$ cat src/rtl/alu_16.sv
// alu_16: bit-serial 16-bit ALU. It processes one operand bit per clock, LSB first,
// using a single 1-bit adder/logic slice and a carry flip-flop.
// Partial results are visible on out while the operation runs.
//
// state  | meaning
// IDLE   | after reset; out/count hold until the first on pulse
// LOAD   | operands and op captured while on=1; out/count cleared
// RUN    | one result bit per edge at index count
// DONE   | final 17-bit result held, count=15
module alu_16 (
  input  logic        clk,
  input  logic        rst_n,
  input  logic        on,
  input  logic [15:0] ina,
  input  logic [15:0] inb,
  input  logic [2:0]  op,
  output logic [16:0] out,
  output logic [3:0]  count
);

  localparam logic [1:0] S_IDLE = 2'd0;
  localparam logic [1:0] S_LOAD = 2'd1;
  localparam logic [1:0] S_RUN  = 2'd2;
  localparam logic [1:0] S_DONE = 2'd3;

  localparam logic [2:0] OP_ADD  = 3'b000;
  localparam logic [2:0] OP_SUB  = 3'b001;
  localparam logic [2:0] OP_AND  = 3'b010;
  localparam logic [2:0] OP_OR   = 3'b011;
  localparam logic [2:0] OP_XOR  = 3'b100;
  localparam logic [2:0] OP_NAND = 3'b101;
  localparam logic [2:0] OP_NOR  = 3'b110;
  localparam logic [2:0] OP_XNOR = 3'b111;

  logic [1:0]  r_rst_sync;
  logic [1:0]  r_state;
  logic [15:0] r_a;
  logic [15:0] r_b;
  logic [2:0]  r_op;
  logic [16:0] r_out;
  logic [3:0]  r_count;
  logic        r_carry;

  logic        w_run_en;
  logic        w_a;
  logic        w_b_raw;
  logic        w_b;
  logic        w_arith;
  logic        w_bit;
  logic        w_carry_nxt;
  logic [4:0]  w_idx;

  // Reset release is synchronized so the release edge itself changes no state
  always_ff @(posedge clk or negedge rst_n) begin
    if (!rst_n) r_rst_sync <= 2'b00;
    else        r_rst_sync <= {r_rst_sync[0], 1'b1};
  end

  assign w_run_en = r_rst_sync[1];

  assign w_a      = r_a[r_count];
  assign w_b_raw  = r_b[r_count];
  // SUB is A + ~B + 1; the +1 comes from presetting carry in LOAD
  assign w_b      = (r_op == OP_SUB) ? ~w_b_raw : w_b_raw;
  assign w_arith  = (r_op == OP_ADD) || (r_op == OP_SUB);
  assign w_idx    = {1'b0, r_count};

  assign w_carry_nxt = (w_a & w_b) | (w_a & r_carry) | (w_b & r_carry);

  // One-bit slice: selects the result bit for the current index
  always_comb begin
    w_bit = 1'b0;
    case (r_op)
      OP_ADD,
      OP_SUB:  w_bit = w_a ^ w_b ^ r_carry;
      OP_AND:  w_bit = w_a & w_b_raw;
      OP_OR:   w_bit = w_a | w_b_raw;
      OP_XOR:  w_bit = w_a ^ w_b_raw;
      OP_NAND: w_bit = ~(w_a & w_b_raw);
      OP_NOR:  w_bit = ~(w_a | w_b_raw);
      OP_XNOR: w_bit = ~(w_a ^ w_b_raw);
      default: w_bit = 1'b0;
    endcase
  end

  // Sequencer: on=1 restarts from any state; otherwise LOAD -> RUN -> DONE
  always_ff @(posedge clk or negedge rst_n) begin
    if (!rst_n) begin
      r_state <= S_IDLE;
      r_a     <= 16'h0000;
      r_b     <= 16'h0000;
      r_op    <= 3'b000;
      r_out   <= 17'h00000;
      r_count <= 4'h0;
      r_carry <= 1'b0;
    end else if (w_run_en) begin
      if (on) begin
        r_state <= S_LOAD;
        r_a     <= ina;
        r_b     <= inb;
        r_op    <= op;
        r_out   <= 17'h00000;
        r_count <= 4'h0;
        r_carry <= (op == OP_SUB);
      end else begin
        case (r_state)
          S_LOAD: begin
            r_state <= S_RUN;
            r_count <= 4'h0;
          end
          S_RUN: begin
            r_out[w_idx] <= w_bit;
            r_carry      <= w_carry_nxt;
            if (r_count == 4'd15) begin
              r_out[16] <= w_arith ? w_carry_nxt : 1'b0;
              r_state   <= S_DONE;
            end else begin
              r_count <= r_count + 4'd1;
            end
          end
          default: begin
            r_state <= r_state;
          end
        endcase
      end
    end
  end

  assign out   = r_out;
  assign count = r_count;

endmodule

$ cat config.mk
export PLATFORM = sky130hd
export DESIGN_NAME = alu_16
export DESIGN_NICKNAME = d
export VERILOG_FILES = /design/src/rtl/alu_16.sv
export SDC_FILE = /design/constraint.sdc
export NUM_CORES = 1
export LEC_CHECK = 0
export ABC_AREA = 0
export BUFFER_PORTS_ARGS = -buffer_cell sky130_fd_sc_hd__buf_2
export CAP_MARGIN = 5
export CELL_PAD_IN_SITES_DETAIL_PLACEMENT = 1
export CELL_PAD_IN_SITES_GLOBAL_PLACEMENT = 1
export CORE_MARGIN = 2
export CORE_UTILIZATION = 40
export CTS_BUF_LIST = sky130_fd_sc_hd__clkbuf_4
export DETAILED_ROUTE_END_ITERATION = 16
export GPL_TIMING_DRIVEN = 0
export MAX_ROUTING_LAYER = met4
export PLACE_DENSITY = 0.78
export SYNTH_ARGS = -nofsm -noshare
export SYNTH_HDL_FRONTEND = slang
export SYNTH_SLANG_ARGS = --single-unit
$ cat constraint.sdc
create_clock -name clk -period 6.3 [get_ports clk]
set_clock_uncertainty 0.2 [all_clocks]
set_input_delay 1.26 -clock clk [delete_from_list [all_inputs] [get_ports clk]]
set_output_delay 1.26 -clock clk [all_outputs]
set_load 0.01 [all_outputs]
Yosys cells after proc, flatten, opt, wreduce, memory -nomap -nowiden
Index checks and enable logic that the tools add are counted.
{"block": "word_totals", "register_bits": 61, "out_inout_bits": 21, "input_bits": 38, "wordCells": 70}
{"block": "classes", "n_lt_le_gt_ge": 3, "addsub": 1, "eq_ne": 13, "n_reduce_logical": 10, "n_mux": 21, "n_bitwise": 14}
{"cell": "2-to-1 mux 17 bit", "count": 2}
{"cell": "bitwise mux 17 bit", "count": 1}
{"cell": "equality test 3 bit, second input constant", "count": 4}
{"cell": "binary-select mux 1 bit (select 4 bit)", "count": 2}
{"cell": "2-to-1 mux 1 bit", "count": 8}
{"cell": "2-to-1 mux 4 bit", "count": 2}
{"cell": "one-hot mux 4 bit (2 select lines)", "count": 1}
{"cell": "one-hot mux 1 bit (7 select lines)", "count": 1}
{"cell": "equality test 3 x 1 -> 1 bit, second input constant", "count": 2}
{"cell": "equality test 3 x 2 -> 1 bit, second input constant", "count": 2}
{"cell": "less-than comparator 4 x 6 -> 1 bit, second input constant", "count": 1}
{"cell": "inequality test 3 bit, second input constant", "count": 2}
{"cell": "AND reduction 3 bit", "count": 2}
{"cell": "less-than comparator 4 x 5 -> 1 bit, second input constant", "count": 1}
{"cell": "adder 4 x 1 -> 4 bit, second input constant", "count": 1}
{"cell": "bitwise AND 1 bit", "count": 4}
{"cell": "demux 1 bit (select 4 bit)", "count": 1}
{"cell": "equality test 4 bit, second input constant", "count": 1}
{"cell": ">= comparator 4 x 1 -> 1 bit, second input constant", "count": 1}
{"cell": "2-to-1 mux 2 bit", "count": 2}
{"cell": "inverter 1 bit", "count": 4}
{"cell": "one-hot mux 2 bit (2 select lines)", "count": 1}
{"cell": "AND reduction 2 bit", "count": 2}
{"cell": "zero test 3 bit", "count": 1}
{"cell": "9 further kinds", "count": 13}

Depth between registers and ports, before layout
{"block": "logic_depth", "ltp_word": 11, "depth_mapped": 11, "depth_no_buf": 9}

Worst setup path before layout
No wires, ideal clock.
{"block": "synth_timing", "path_type": "register -> register", "start": "register r_count[0], in the netlist count[0]", "end": "register r_out[11], in the netlist out[11]", "setup_time_ps": 126, "arrival_ps": 2929, "path_stages_with_launch": 10, "setup_slack_ps": 3045, "n_path_buf": 2, "period_less_slack_ps": 3255, "path_cell_list": "dfrtp_1 -> buf_6 -> mux4_2 -> mux4_2 -> fa_1 -> nor2_1 -> a311oi_1 -> a21o_1 -> buf_6 -> o311a_1"}
{"block": "synth_via", "elab_chain_len": 10, "word_cells_on_any_way": 23}
{"item": "start, declared", "line_no": "41", "text": "logic [3:0] r_count;"}
{"item": "start signal, assigned", "line_no": "118", "text": "r_count <= r_count + 4'd1;"}
{"item": "binary-select mux 1 bit (select 4 bit)", "line_no": "62", "text": "assign w_b_raw = r_b[r_count];"}
{"item": "2-to-1 mux 1 bit (implied by the code)", "line_no": "62"}
{"item": "inverter 1 bit", "line_no": "64", "text": "assign w_b = (r_op == OP_SUB) ? ~w_b_raw : w_b_raw;"}
{"item": "2-to-1 mux 1 bit", "line_no": "64"}
{"item": "XOR 1 bit (2 in a row)", "line_no": "75", "text": "OP_SUB: w_bit = w_a ^ w_b ^ r_carry;"}
{"item": "one-hot mux 1 bit (7 select lines)", "line_no": "73", "text": "case (r_op)"}
{"item": "bitwise mux 17 bit (*)", "line_no": "112", "text": "r_out[w_idx] <= w_bit;"}
{"item": "2-to-1 mux 17 bit (*)", "line_no": "106", "text": "case (r_state)"}
{"item": "2-to-1 mux 17 bit (*)", "line_no": "97", "text": "if (on) begin"}
{"item": "end signal, assigned by index", "line_no": "112"}
{"item": "end, declared", "line_no": "40", "text": "logic [16:0] r_out;"}
Every way passes the cells marked *; elsewhere a longest branch is shown, timed or not. The select of a mux whose other input is x is not followed.
A chain may end at the register's enable or synchronous reset.

Final worst setup path
{"block": "layout_timing", "start": "register r_count[1], in the netlist count[1]", "end": "register r_out[14], in the netlist out[14]"}
The elaborated chain is that of the path after synthesis.

==> flow_summary_export.csv <==
group,metric,value,unit
timing,drv_slew,0,
synthesis,ys_warn_count,0,
finish,diodes,0,
detailed_routing,routedWlPerCell,18.0,microns
synthesis,synthCells,221,
timing,maxSlewHeadroom,48.7,%
synthesis,synth.most_common_cell,"dfrtp_1",
floorplanning,ios,59,
power_and_ir_drop,p_per_area,259,nW/um^2
critical_path,worst_path_largest_cell_delay,0.53,ns
synthesis,synthAdderAreaFrac,3.18,%
detailed_routing,routed_wl,7070,microns
flow_run,cap_violations,0,
synthesis,synth_ff_type,"dfrtp_1",
detailed_routing,viasPerCell,5.30,
power_and_ir_drop,vdd_ir_drop_max,0.106,mV
critical_path,end_kind,"flip-flop",
detailed_routing,drt-initial-drc-count,100,
floorplanning,fp-row-count,31,
synthesis,synth-edff-count,0,
critical_path,worstSetupPathType,"flip-flop to flip-flop",
synthesis,synth_fp_nets,266,
global_route,grt_pass1_vias,2447,
synthesis,synth_compound_area_share,13.9,%
synthesis,yosysTopAreaCellShare,51.1,%
timing,setup_slack,2.69,ns
placed_design,port_buffers,58,
clock_network,ctsResizeCount,0,
floorplanning,die-area,8180,sq um
finish,drive_above_1_share,37.1,%
global_route,grt_pass1_wl,12200,microns
finish,syn_to_final_growth,18.4,%
floorplanning,dieWidth,90.4,microns
synthesis,synth_top_cell_by_area,"dfrtp_1",
critical_path,critPathSlowestCell,"mux4_2",
critical_path,worstPathRequired,6.44,ns
synthesis,synth_area_leaders,"dfrtp_1 51%, mux2_2 9.8%, o311a_1 5.0%",
critical_path,cp_num_buf_inv,2,
detailed_routing,drtPass1Iterations,4,
critical_path,critPathTopFamily,"multiplexers",
timing,period_minus_slack,3.61,ns
detailed_routing,drt.antenna.violating_nets,0,
clock_network,postCtsSetupBuffers,0,
placed_design,place_area,3420,sq um
finish,fin_nets,336,
critical_path,path_max_fanout,10,
finish,fillers,786,
synthesis,syn-cell-area,2990,sq um
critical_path,timing.critical_path.depth,9,
floorplanning,initial_core_util,41.2,%
timing,finalCritPeriodShare,57.3,%
critical_path,crit_chain,"clkbuf_1 -> mux4_2 -> mux4_2 -> fa_1 -> nor2_1 -> a311oi_1 -> a21o_1 -> buf_6 -> o311a_1",
floorplanning,dieHeight,90.4,microns
power_and_ir_drop,leakage,1.61,nW
synthesis,syn_area_per_cell,13.5,sq um
clock_network,htree_levels,3,
hold_path,hp-class,"flip-flop to flip-flop",
timing,finalHoldViolations,0,
critical_path,crit_top_cell,"mux4_2",
synthesis,muxShareOfSynthArea,23.4,%
detailed_routing,drc_errors,0,
global_route,grt_antenna_before_repair,0,
timing,worstMarginPinSlew,0.766,ns
global_route,gr-total-overflow,0,
synthesis,synth_xor_area_share,0.293,%
floorplanning,coreArea,7250,sq um
clock_network,clk_latency,0.40,ns
hold_path,hold_depth,0,
critical_path,critPathLaunchType,"flip-flop",
clock_network,clockBufferDepth,2,
synthesis,synthArstFlopShare,100,%
clock_network,cts_tree,"yes",
critical_path,reg2reg_depth,9,
outcome,outcome,"finished clean",
detailed_routing,vias,2084,
placed_design,place_congestion,0.792,
synthesis,synth_top_family_by_area,"multiplexers",
placed_design,dp_slack,2.66,ns
finish,postLayoutCellArea,3540,sq um
global_route,grt_max_degree,34,
clock_network,hold_buffers,0,
timing,setup_tns,0,ns
placed_design,dp_hpwl,5150,microns
finish,multiInputGateArea,1370,sq um
clock_network,root_buffer,"clkbuf_4",
timing,setup_viol,0,
global_route,track_usage,19.6,%
timing,rsz0062_at_grt,"false",
timing,holdWs,0.171,ns
synthesis,yosysSeqAreaShare,51.1,%
synthesis,synth_common_cells,"61 x dfrtp_1, 26 x mux2_2, 15 x o21bai_1, 15 x o311a_1, 11 x mux2_1",
critical_path,crit_arrival,3.75,ns
timing,fmax,277,MHz
synthesis,ys_ff_latch,61,
finish,regArea,1530,sq um
clock_network,cts.sinks,61,
clock_network,cts_made_buffers,9,
synthesis,synth_cell_type_count,42,
clock_network,cts.reportedPaths.clkPinSlew,0.10,ns
synthesis,yosys.area_share.simple,4.86,%
-- metrics by stage --
stage          cells  utilization (%)  power, mW
2_1_floorplan    221                -      0.599
3_3_place_gp     378             46.9      0.656
3_5_place_dp     379             47.2      0.671
4_1_cts          393             48.8      0.927
5_1_grt          393             48.8      0.974
6_report         393             48.8      0.916
-- per-layer routing --
metal	up-vias	GRT usage (%)	routed length [microns]	part of all wire, %
li1	970	-	-	-
met3	13	3.09	172	2.4
met4	0	7.69	129	1.8
met1	1064	23.8	3090	44
met2	37	33.0	3680	52
met5	-	-	0	0
-- cell families (layout without fill, tap and decap cells) --
group | count (synthesis) | after routing
flip-flops | 61 | 61
other | 1 | 1
multiplexers | 52 | 52
buffers and inverters | 21 | 94
AND/OR/NAND/NOR | 27 | 27
AO/OA/AOI/OAI | 51 | 51
XOR/XNOR | 1 | 1
adder cells (fa/ha/maj) | 7 | 7
-- report_power, final --
part | switching, mW | internal (mW) | leakage [nW] | total [mW]
registers | 0.0265 | 0.433 | 0.761 | 0.459
clock network | 0.137 | 0.118 | 0.0648 | 0.255
logic | 0.101 | 0.0998 | 0.783 | 0.201
-- cell usage in the layout (no fill, tap or decap), types with 3 or more instances in the layout --
cell	instances
nor2b_1	3
buf_1	7
o311a_1	15
mux2_1	11
nor2_1	5
ha_1	6
o211ai_1	4
clkbuf_1	5
buf_2	59
nand2b_1	7
dfrtp_1	61
nand2_1	5
mux2i_1	5
clkinv_1	3
mux4_2	5
mux2_2	26
a21oi_1	4
o21bai_1	15
clkbuf_4	10
inv_1	4
o21ai_1	3
mux4_1	4
-- flip-flops by register name, summed over array words and instances, names as in the netlist --
register    cells
r_a            16
r_state         2
r_rst_sync      2
out            17
r_b            16
count           4
r_carry         1
r_op            3
-- area by class of cell --
type	count	share of cell area [%]
Timing Repair Buffer	59	8.77
Tap cell	99	3.50
Clock inverter	4	1.17
Sequential cell	61	43.1
Multi-Input combinational cell	139	38.6
Inverter	6	0.636
Buffer	15	2.05
Clock buffer	10	2.12
-- worst paths after layout --
check / from / endpoint / slack, ns
min in group asynchronous: rst_n / r_b[14]$_DFFE_PN0P_ / 0.69
min reg2reg: r_rst_sync[0]$_DFF_PN0_ / r_rst_sync[1]$_DFF_PN0_ / 0.17
max in group asynchronous: rst_n / r_op[0]$_DFFE_PN0P_ / 4.58
max reg2reg: count[1]$_DFFE_PN0P_ / out[14]$_DFFE_PN0P_ / 2.69
max: count[1]$_DFFE_PN0P_ / out[14]$_DFFE_PN0P_ / 2.69
min: r_rst_sync[0]$_DFF_PN0_ / r_rst_sync[1]$_DFF_PN0_ / 0.17
(Power assumes the default switching activity.)
